==> src/rtl/mmio_uart_tx_if.sv <==
// mmio_uart_tx_if: processor-side memory bus slice seen by the UART transmitter.
//   ADDR  - processor word address
//   WDATA - processor write data (processor DATA_OUT)
//   READ  - processor read strobe
//   WRITE - processor write strobe
//   RDATA - register read data, zero unless a read hits the register window
//   SEL   - combinational window-hit indication
// master: processor side; slave: the UART register block.
interface mmio_uart_tx_if #(
  parameter int unsigned ADDR_WIDTH = 26,
  parameter int unsigned DATA_WIDTH = 32
) ();
  logic [ADDR_WIDTH-1:0] ADDR;
  logic [DATA_WIDTH-1:0] WDATA;
  logic                  READ;
  logic                  WRITE;
  logic [DATA_WIDTH-1:0] RDATA;
  logic                  SEL;

  modport master (
    output ADDR, WDATA, READ, WRITE,
    input  RDATA, SEL
  );

  modport slave (
    input  ADDR, WDATA, READ, WRITE,
    output RDATA, SEL
  );
endinterface

==> src/rtl/mmio_uart_tx.sv <==
// mmio_uart_tx: memory-mapped UART transmitter. Decodes a three-word register
// window on the processor bus, buffers written bytes in a FIFO and serializes
// them on TXD as 8N1 frames (8E1 when UART_TX_PARITY_EN is defined).
// Ports:
//   CLK - system clock, rising edge
//   RST - asynchronous active-low reset
//   bus - mmio_uart_tx_if.slave (ADDR, WDATA, READ, WRITE in; RDATA, SEL out)
//   TXD - serial output, idle high, driven from a flop
// Registers (word offset from BASE_ADDR):
//   0 TXDATA  write pushes WDATA[7:0]; reads 0
//   1 STATUS  bit0 full, bit1 empty, bit2 busy, bit3 overflow (sticky),
//             bit4 parity advertised, bits[14:8] FIFO count
//   2 CTRL    bit0 enable; writing 1 to bit1 clears overflow (bit1 reads 0)
// Optional feature macro: UART_TX_PARITY_EN (even parity bit after data).
module mmio_uart_tx #(
  parameter int unsigned           ADDR_WIDTH   = 26,
  parameter int unsigned           DATA_WIDTH   = 32,
  parameter logic [ADDR_WIDTH-1:0] BASE_ADDR    = 26'h3FFFFF0,
  parameter int unsigned           CLKS_PER_BIT = 16,
  parameter int unsigned           FIFO_DEPTH   = 8
) (
  input  logic                 CLK,
  input  logic                 RST,
  mmio_uart_tx_if.slave        bus,
  output logic                 TXD
);

  localparam int unsigned PTR_W = $clog2(FIFO_DEPTH);
  localparam int unsigned CNT_W = PTR_W + 1;
  localparam int unsigned AW1   = ADDR_WIDTH + 1;
  localparam logic [15:0] BAUD_LAST = 16'(CLKS_PER_BIT - 1);

  typedef enum logic [2:0] {
    ST_IDLE,
    ST_START,
    ST_DATA,
`ifdef UART_TX_PARITY_EN
    ST_PARITY,
`endif
    ST_STOP
  } state_e;

  // ---------------- address decode ----------------
  // One extra bit keeps BASE_ADDR+2 from wrapping near the top of the map.
  logic [AW1-1:0] addr_ext;
  logic [AW1-1:0] base_ext;
  logic [AW1-1:0] off_ext;
  logic           sel;
  logic           hit_txdata;
  logic           hit_status;
  logic           hit_ctrl;

  assign addr_ext   = {1'b0, bus.ADDR};
  assign base_ext   = {1'b0, BASE_ADDR};
  assign off_ext    = addr_ext - base_ext;
  assign sel        = (addr_ext >= base_ext) && (addr_ext <= base_ext + AW1'(2));
  assign hit_txdata = sel && (off_ext == AW1'(0));
  assign hit_status = sel && (off_ext == AW1'(1));
  assign hit_ctrl   = sel && (off_ext == AW1'(2));

  logic wr_txdata;
  logic wr_ctrl;
  assign wr_txdata = bus.WRITE && hit_txdata;
  assign wr_ctrl   = bus.WRITE && hit_ctrl;

  // ---------------- state ----------------
  state_e           state_q,   state_d;
  logic [15:0]      baud_q,    baud_d;
  logic [2:0]       bit_idx_q, bit_idx_d;
  logic [7:0]       shift_q,   shift_d;
  logic             txd_q,     txd_d;
  logic             enable_q,  enable_d;
  logic             overflow_q, overflow_d;
  logic [PTR_W-1:0] wr_ptr_q,  wr_ptr_d;
  logic [PTR_W-1:0] rd_ptr_q,  rd_ptr_d;
  logic [CNT_W-1:0] count_q,   count_d;
  logic [7:0]       mem_q [FIFO_DEPTH];
`ifdef UART_TX_PARITY_EN
  logic             parity_q,  parity_d;
`endif

  logic fifo_full;
  logic fifo_empty;
  logic busy;
  logic baud_end;
  logic pop;
  logic push;
  logic overflow_set;

  assign fifo_full  = (count_q == CNT_W'(FIFO_DEPTH));
  assign fifo_empty = (count_q == '0);
  assign busy       = (state_q != ST_IDLE);
  assign baud_end   = (baud_q == BAUD_LAST);

  // ---------------- transmit FSM ----------------
  always_comb begin
    state_d   = state_q;
    bit_idx_d = bit_idx_q;
    shift_d   = shift_q;
    pop       = 1'b0;
`ifdef UART_TX_PARITY_EN
    parity_d  = parity_q;
`endif
    case (state_q)
      ST_IDLE: begin
        if (enable_q && !fifo_empty) begin
          pop     = 1'b1;
          state_d = ST_START;
        end
      end
      ST_START: begin
        if (baud_end) begin
          state_d   = ST_DATA;
          bit_idx_d = '0;
        end
      end
      ST_DATA: begin
        if (baud_end) begin
          if (bit_idx_q == 3'd7) begin
`ifdef UART_TX_PARITY_EN
            state_d = ST_PARITY;
`else
            state_d = ST_STOP;
`endif
          end else begin
            bit_idx_d = bit_idx_q + 3'd1;
            shift_d   = {1'b0, shift_q[7:1]};
          end
        end
      end
`ifdef UART_TX_PARITY_EN
      ST_PARITY: begin
        if (baud_end) state_d = ST_STOP;
      end
`endif
      ST_STOP: begin
        if (baud_end) begin
          // Chain straight into the next start bit so frames abut.
          if (enable_q && !fifo_empty) begin
            pop     = 1'b1;
            state_d = ST_START;
          end else begin
            state_d = ST_IDLE;
          end
        end
      end
      default: state_d = ST_IDLE;
    endcase

    if (pop) begin
      shift_d  = mem_q[rd_ptr_q];
`ifdef UART_TX_PARITY_EN
      parity_d = ^mem_q[rd_ptr_q];
`endif
    end

    if ((state_d != state_q) || (state_q == ST_IDLE) || baud_end) begin
      baud_d = '0;
    end else begin
      baud_d = baud_q + 16'd1;
    end

    // TXD is the registered line level for the state being entered.
    case (state_d)
      ST_START:  txd_d = 1'b0;
      ST_DATA:   txd_d = shift_d[0];
`ifdef UART_TX_PARITY_EN
      ST_PARITY: txd_d = parity_d;
`endif
      default:   txd_d = 1'b1;
    endcase
  end

  // ---------------- FIFO and control registers ----------------
  // A push while full is still accepted when the FSM pops in the same cycle.
  assign push         = wr_txdata && (!fifo_full || pop);
  assign overflow_set = wr_txdata && fifo_full && !pop;

  always_comb begin
    wr_ptr_d   = push ? wr_ptr_q + PTR_W'(1) : wr_ptr_q;
    rd_ptr_d   = pop  ? rd_ptr_q + PTR_W'(1) : rd_ptr_q;
    case ({push, pop})
      2'b10:   count_d = count_q + CNT_W'(1);
      2'b01:   count_d = count_q - CNT_W'(1);
      default: count_d = count_q;
    endcase

    enable_d   = wr_ctrl ? bus.WDATA[0] : enable_q;
    overflow_d = overflow_q;
    if (overflow_set)               overflow_d = 1'b1;
    if (wr_ctrl && bus.WDATA[1])    overflow_d = 1'b0;
  end

  always_ff @(posedge CLK or negedge RST) begin
    if (!RST) begin
      state_q    <= ST_IDLE;
      baud_q     <= '0;
      bit_idx_q  <= '0;
      shift_q    <= '0;
      txd_q      <= 1'b1;
      enable_q   <= 1'b0;
      overflow_q <= 1'b0;
      wr_ptr_q   <= '0;
      rd_ptr_q   <= '0;
      count_q    <= '0;
`ifdef UART_TX_PARITY_EN
      parity_q   <= 1'b0;
`endif
    end else begin
      state_q    <= state_d;
      baud_q     <= baud_d;
      bit_idx_q  <= bit_idx_d;
      shift_q    <= shift_d;
      txd_q      <= txd_d;
      enable_q   <= enable_d;
      overflow_q <= overflow_d;
      wr_ptr_q   <= wr_ptr_d;
      rd_ptr_q   <= rd_ptr_d;
      count_q    <= count_d;
`ifdef UART_TX_PARITY_EN
      parity_q   <= parity_d;
`endif
    end
  end

  // Storage needs no reset: pointers and count define which entries are live.
  always_ff @(posedge CLK) begin
    if (push) mem_q[wr_ptr_q] <= bus.WDATA[7:0];
  end

  assign TXD = txd_q;

  // ---------------- read path ----------------
  logic [DATA_WIDTH-1:0] status;
  logic [DATA_WIDTH-1:0] rdata;

  always_comb begin
    status       = '0;
    status[0]    = fifo_full;
    status[1]    = fifo_empty;
    status[2]    = busy;
    status[3]    = overflow_q;
`ifdef UART_TX_PARITY_EN
    status[4]    = 1'b1;
`endif
    status[14:8] = 7'(count_q);

    rdata = '0;
    if (bus.READ && sel) begin
      if (hit_status)    rdata    = status;
      else if (hit_ctrl) rdata[0] = enable_q;
    end
  end

  assign bus.RDATA = rdata;
  assign bus.SEL   = sel;

  logic unused_wdata;
  assign unused_wdata = ^bus.WDATA[DATA_WIDTH-1:8];

endmodule

==> src/flat_wrapper.sv <==
// flat-port wrapper written by rule: the top's interface ports become plain ports
module mmio_uart_tx_flat 
#(
  parameter int unsigned           ADDR_WIDTH   = 26,
  parameter int unsigned           DATA_WIDTH   = 32,
  parameter logic [ADDR_WIDTH-1:0] BASE_ADDR    = 26'h3FFFFF0,
  parameter int unsigned           CLKS_PER_BIT = 16,
  parameter int unsigned           FIFO_DEPTH   = 8
)
  (CLK, RST, TXD, bus_ADDR, bus_WDATA, bus_READ, bus_WRITE, bus_RDATA, bus_SEL);
  mmio_uart_tx_if #(.ADDR_WIDTH(ADDR_WIDTH), .DATA_WIDTH(DATA_WIDTH)) bus_i ();
  input  logic CLK;
  input  logic RST;
  output logic TXD;
  input wire logic [$bits(bus_i.ADDR)-1:0] bus_ADDR;
  input wire logic [$bits(bus_i.WDATA)-1:0] bus_WDATA;
  input wire logic [$bits(bus_i.READ)-1:0] bus_READ;
  input wire logic [$bits(bus_i.WRITE)-1:0] bus_WRITE;
  output wire logic [$bits(bus_i.RDATA)-1:0] bus_RDATA;
  output wire logic [$bits(bus_i.SEL)-1:0] bus_SEL;
  assign bus_i.ADDR = bus_ADDR;
  assign bus_i.WDATA = bus_WDATA;
  assign bus_i.READ = bus_READ;
  assign bus_i.WRITE = bus_WRITE;
  assign bus_RDATA = bus_i.RDATA;
  assign bus_SEL = bus_i.SEL;
  mmio_uart_tx #(.ADDR_WIDTH(ADDR_WIDTH), .DATA_WIDTH(DATA_WIDTH), .BASE_ADDR(BASE_ADDR), .CLKS_PER_BIT(CLKS_PER_BIT), .FIFO_DEPTH(FIFO_DEPTH)) u_core (.CLK(CLK), .RST(RST), .bus(bus_i), .TXD(TXD));
endmodule
==> config.mk <==
export PLATFORM = sky130hd
export DESIGN_NAME = mmio_uart_tx_flat
export DESIGN_NICKNAME = d
export VERILOG_FILES = /design/src/rtl/mmio_uart_tx_if.sv /design/src/rtl/mmio_uart_tx.sv /design/src/flat_wrapper.sv
export SDC_FILE = /design/constraint.sdc
export NUM_CORES = 1
export LEC_CHECK = 0
export CORE_MARGIN = 1
export CORE_UTILIZATION = 40
export DETAILED_ROUTE_END_ITERATION = 16
export HOLD_SLACK_MARGIN = 0.02
export PLACE_DENSITY = 0.66
export SKIP_LAST_GASP = 1
export SLEW_MARGIN = 20
export SYNTH_ARGS = -nofsm -noshare
export SYNTH_HDL_FRONTEND = slang
export SYNTH_SLANG_ARGS = --single-unit
==> constraint.sdc <==
create_clock -name CLK -period 2.52 [get_ports CLK]
set_input_delay 0.756 -clock CLK [delete_from_list [all_inputs] [get_ports CLK]]
set_output_delay 0.756 -clock CLK [all_outputs]
set_load 0.03 [all_outputs]
==> key figures, run 1 <==
Clock tree
  • Htree depth: 3
  • CTS tree: built
  • Clock latency on the worst-skew pair: 350 ps
  • Clock Sinks: 107
  • Root buf cell: clkbuf_16
  • Clock Pin Slew Worst Setup and Hold Paths: 70 ps
  • Hold buffers post-CTS: 0
  • CTS Buffer Depth: 2
  • CTS buffer count: 9

Global route
  • Initial antenna violation count: 0
  • GRT overflow: 0
  • First-pass GRT wire length: 16,800 um
  • Gr usage total: 16.8%
  • Vias in the first global route: 3,297
  • Largest net degree at the start of global routing: 22

Floorplanning
  • Initial Util: 41.8%
  • Die area: 0.0132 sq mm
  • Core Region: 0.0122 sq mm
  • Die width: 115 um
  • I/O pins: 96
  • # rows: 40
  • DIE HEIGHT: 115 um

Final layout
  • Final Non-Filler Cells: 649
  • Layout Nets: 546
  • # fillers: 1,055
  • Antenna Cells: 0
  • Share of layout cells above drive strength 1: 36.4%
  • Area growth syn-to-layout: 28.1%

Synthesis
  • Share of the synthesized area in the top cell type: 37.6%
  • Register bit total from synthesis: 107
  • Synth top area cells: edfxtp_1 38%, dfrtp_1 21%, mux4_2 7.1%, buf_4 4.0%, nor2_1 2.4%
  • Synth Cell Area: 0.00510 sq mm
  • Largest area contributor in the netlist: edfxtp_1
  • Async S/R FF share, synth: 40.2%
  • Cells after Synth: 371
  • Netlist cell types: 61
  • Top cells by count, synth: 64 x edfxtp_1, 42 x dfrtp_1, 33 x nor2_1
  • Synth warn: 0
  • Sequential fraction of the synthesis area: 58.8%
  • Most used flip-flop cell after synthesis: edfxtp_1
  • Count leader, synth: edfxtp_1
  • Synthesized area per cell: 13.8 sq um
  • EDFF count, synth: 64

STA
  • Final setup fails: 10
  • Setup ws final: -130 ps
  • Slew Limit Headroom: 56.8%
  • Layout Skew: 12.5 ps
  • Final Hold Vio Count: 0
  • Slew @ Worst Pin: 648 ps
  • Fin. max-slew vios: 0
  • Post-layout min period: 2650 ps
  • Unrepaired setup endpoints after global routing: true
  • Fin crit share: 105%
  • Maximum clock frequency: 377 MHz

Status
  • Failing checks: negative setup slack
  • Outcome: finished, violations left

Pwr
  • Cell Pwr Density: 522 mW/mm^2
  • Peak VDD IR: 0.000563 V
  • Tot Pwr: 3.41 mW
  • Pleak: 2.55 nW

Place
  • Gpl congestion: 0.783
  • Port-buffer cells: 47
  • Post-detail-place hpwl: 7080 um
  • Placed cells: 625

Critical path
  • Worst-path maximum fanout: 7
  • CP Launch Type: primary input
  • Critical path class: in2out
  • Worst setup EP type: output pin
  • WP data required: 1760 ps
  • R2r worst-path depth: 10
  • Arr. time, crit path: 1890 ps

Job
  • Max_cap viols: 0

Min path
  • Min-delay worst type: in2async

Routing
  • Drt wl/cell: 15.4 um
  • Routed vias/inst: 4.98
  • Vias: 3,234
  • Number of antenna-violating nets in the routed design: 0
  • Drt pass-1 iters: 4
  • DRC Markers: 0
  • Drt total wl: 10000 um
  • DRT iter0 DRCs: 142
==> cells in the final DEF (no fill, tap or decap), types with 11 or more instances in the layout <==
cell	synthesis	layout
a21oi_1	16	14
dlygate4sd2_1	0	11
dfrtp_1	42	42
mux4_2	16	16
edfxtp_1	64	64
buf_6	2	18
buf_4	27	53
xnor2_1	13	12
conb_1	1	25
nor2_1	33	28
nand2_1	18	16
==> power by group <==
group	switching, mW	internal, mW	total (mW)
sequential	0.000425	1.86	1.86
clock	0.697	0.711	1.41
combinational	0.0954	0.0494	0.145
total	0.793	2.62	3.41
==> state kept, by name, indices dropped and copies added (netlist names) <==
register / cells
u_core.rd_ptr_q: 3
u_core.overflow_q: 1
u_core.state_q: 3
u_core.bit_idx_q: 3
u_core.wr_ptr_q: 3
u_core.baud_q: 16
u_core.count_q: 4
u_core.mem_q: 64
u_core.enable_q: 1
u_core.shift_q: 8
u_core.TXD: 1
==> through the flow <==
step                hold WS (ps)  setup TNS, ps  area, sq um  worst slack (ps)  util (%)
CTS                          339           -876         6440              -132      52.7
global route                 355          -2170         6540              -257      53.5
finish                       336          -1020         6540              -130      53.5
floorplan                    433           -338         5250              -144         -
global placement             446         -37380         6060              -644      49.6
detailed placement           466         -38410         6060              -664      49.6
==> layer usage <==
metal	GRT usage [%]	up-vias	part of all wire [%]
li1	-	1535	-
met1	20.3	1634	42
met2	30.1	56	53
met3	4.11	9	3.1
met4	4.24	0	1.1
met5	0	-	0
==> final cells by class <==
| cell class | count | area (sq um) | area share (%) |
|---|---|---|---|
| clock buffer | 9 | 225 | 3.44 |
| clock inverter | 7 | 77.6 | 1.19 |
| inverter | 6 | 22.5 | 0.344 |
| multi-input combinational | 245 | 2100 | 32.1 |
| sequential | 107 | 3000 | 45.9 |
| tap | 168 | 210 | 3.21 |
| timing repair buffer | 107 | 905 | 13.8 |
==> timing repair <==
| action | CTS | global route |
|---|---|---|
| endpoints found under the setup margin | 76 | 60 |
| pin swaps | 17 | 20 |
| setup buffers | 8 | 2 |
| resized for setup | 76 | 28 |
==> worst max-delay path, cell delays in order <==
cell,delay (ps)
dlygate4sd2_1,310
nor2b_4,140
and3_1,160
and3_4,230
o31a_1,160
buf_6,130
==> cell families (layout without fill, tap and decap cells) <==
kind of cell / Yosys count / count (layout) / synth area share, %
compound gates: 44 / 44 / 5.96
xor+xnor: 18 / 18 / 3.09
fa+ha+maj: 8 / 8 / 2.11
buf+inv: 43 / 129 / 5.54
flops: 107 / 107 / 58.8
mux: 29 / 29 / 9.78
other cells: 1 / 25 / 0.0735
simple gates: 121 / 121 / 14.7
==> worst paths after layout <==
check,end,slack [ps],startpoint
worst max-delay path,bus_RDATA[2],-130,bus_ADDR[1]
worst min-delay path,u_core.baud_q[3]$_DFF_PN0_,340,RST
worst max register to register,u_core.count_q[1]$_DFFE_PN0P_,90,u_core.state_q[0]$_DFF_PN0_
worst min register to register,u_core.baud_q[0]$_DFF_PN0_,470,u_core.baud_q[0]$_DFF_PN0_
max in group asynchronous,u_core.count_q[0]$_DFFE_PN0P_,1640,RST
min in group CLK,u_core.baud_q[0]$_DFF_PN0_,470,u_core.baud_q[0]$_DFF_PN0_
Power figures use the tool's default switching activity.
==> run 2: changes to the inputs <==
--- a/config.mk
+++ b/config.mk
@@ -8,6 +8,7 @@
 export CORE_MARGIN = 1
 export CORE_UTILIZATION = 40
 export DETAILED_ROUTE_END_ITERATION = 16
+export GPL_TIMING_DRIVEN = 1
 export HOLD_SLACK_MARGIN = 0.02
 export PLACE_DENSITY = 0.66
 export SKIP_LAST_GASP = 1
==> results of run 2 <==
Same layout as run 1: the final DEF is identical, and so are final timing and power.
==> run 3: changes to the inputs <==
--- a/config.mk
+++ b/config.mk
@@ -12,7 +12,6 @@
 export HOLD_SLACK_MARGIN = 0.02
 export PLACE_DENSITY = 0.66
 export SKIP_LAST_GASP = 1
-export SLEW_MARGIN = 20
 export SYNTH_ARGS = -nofsm -noshare
 export SYNTH_HDL_FRONTEND = slang
 export SYNTH_SLANG_ARGS = --single-unit
==> results of run 3 <==
Same layout as run 1: the final DEF is identical, and so are final timing and power.
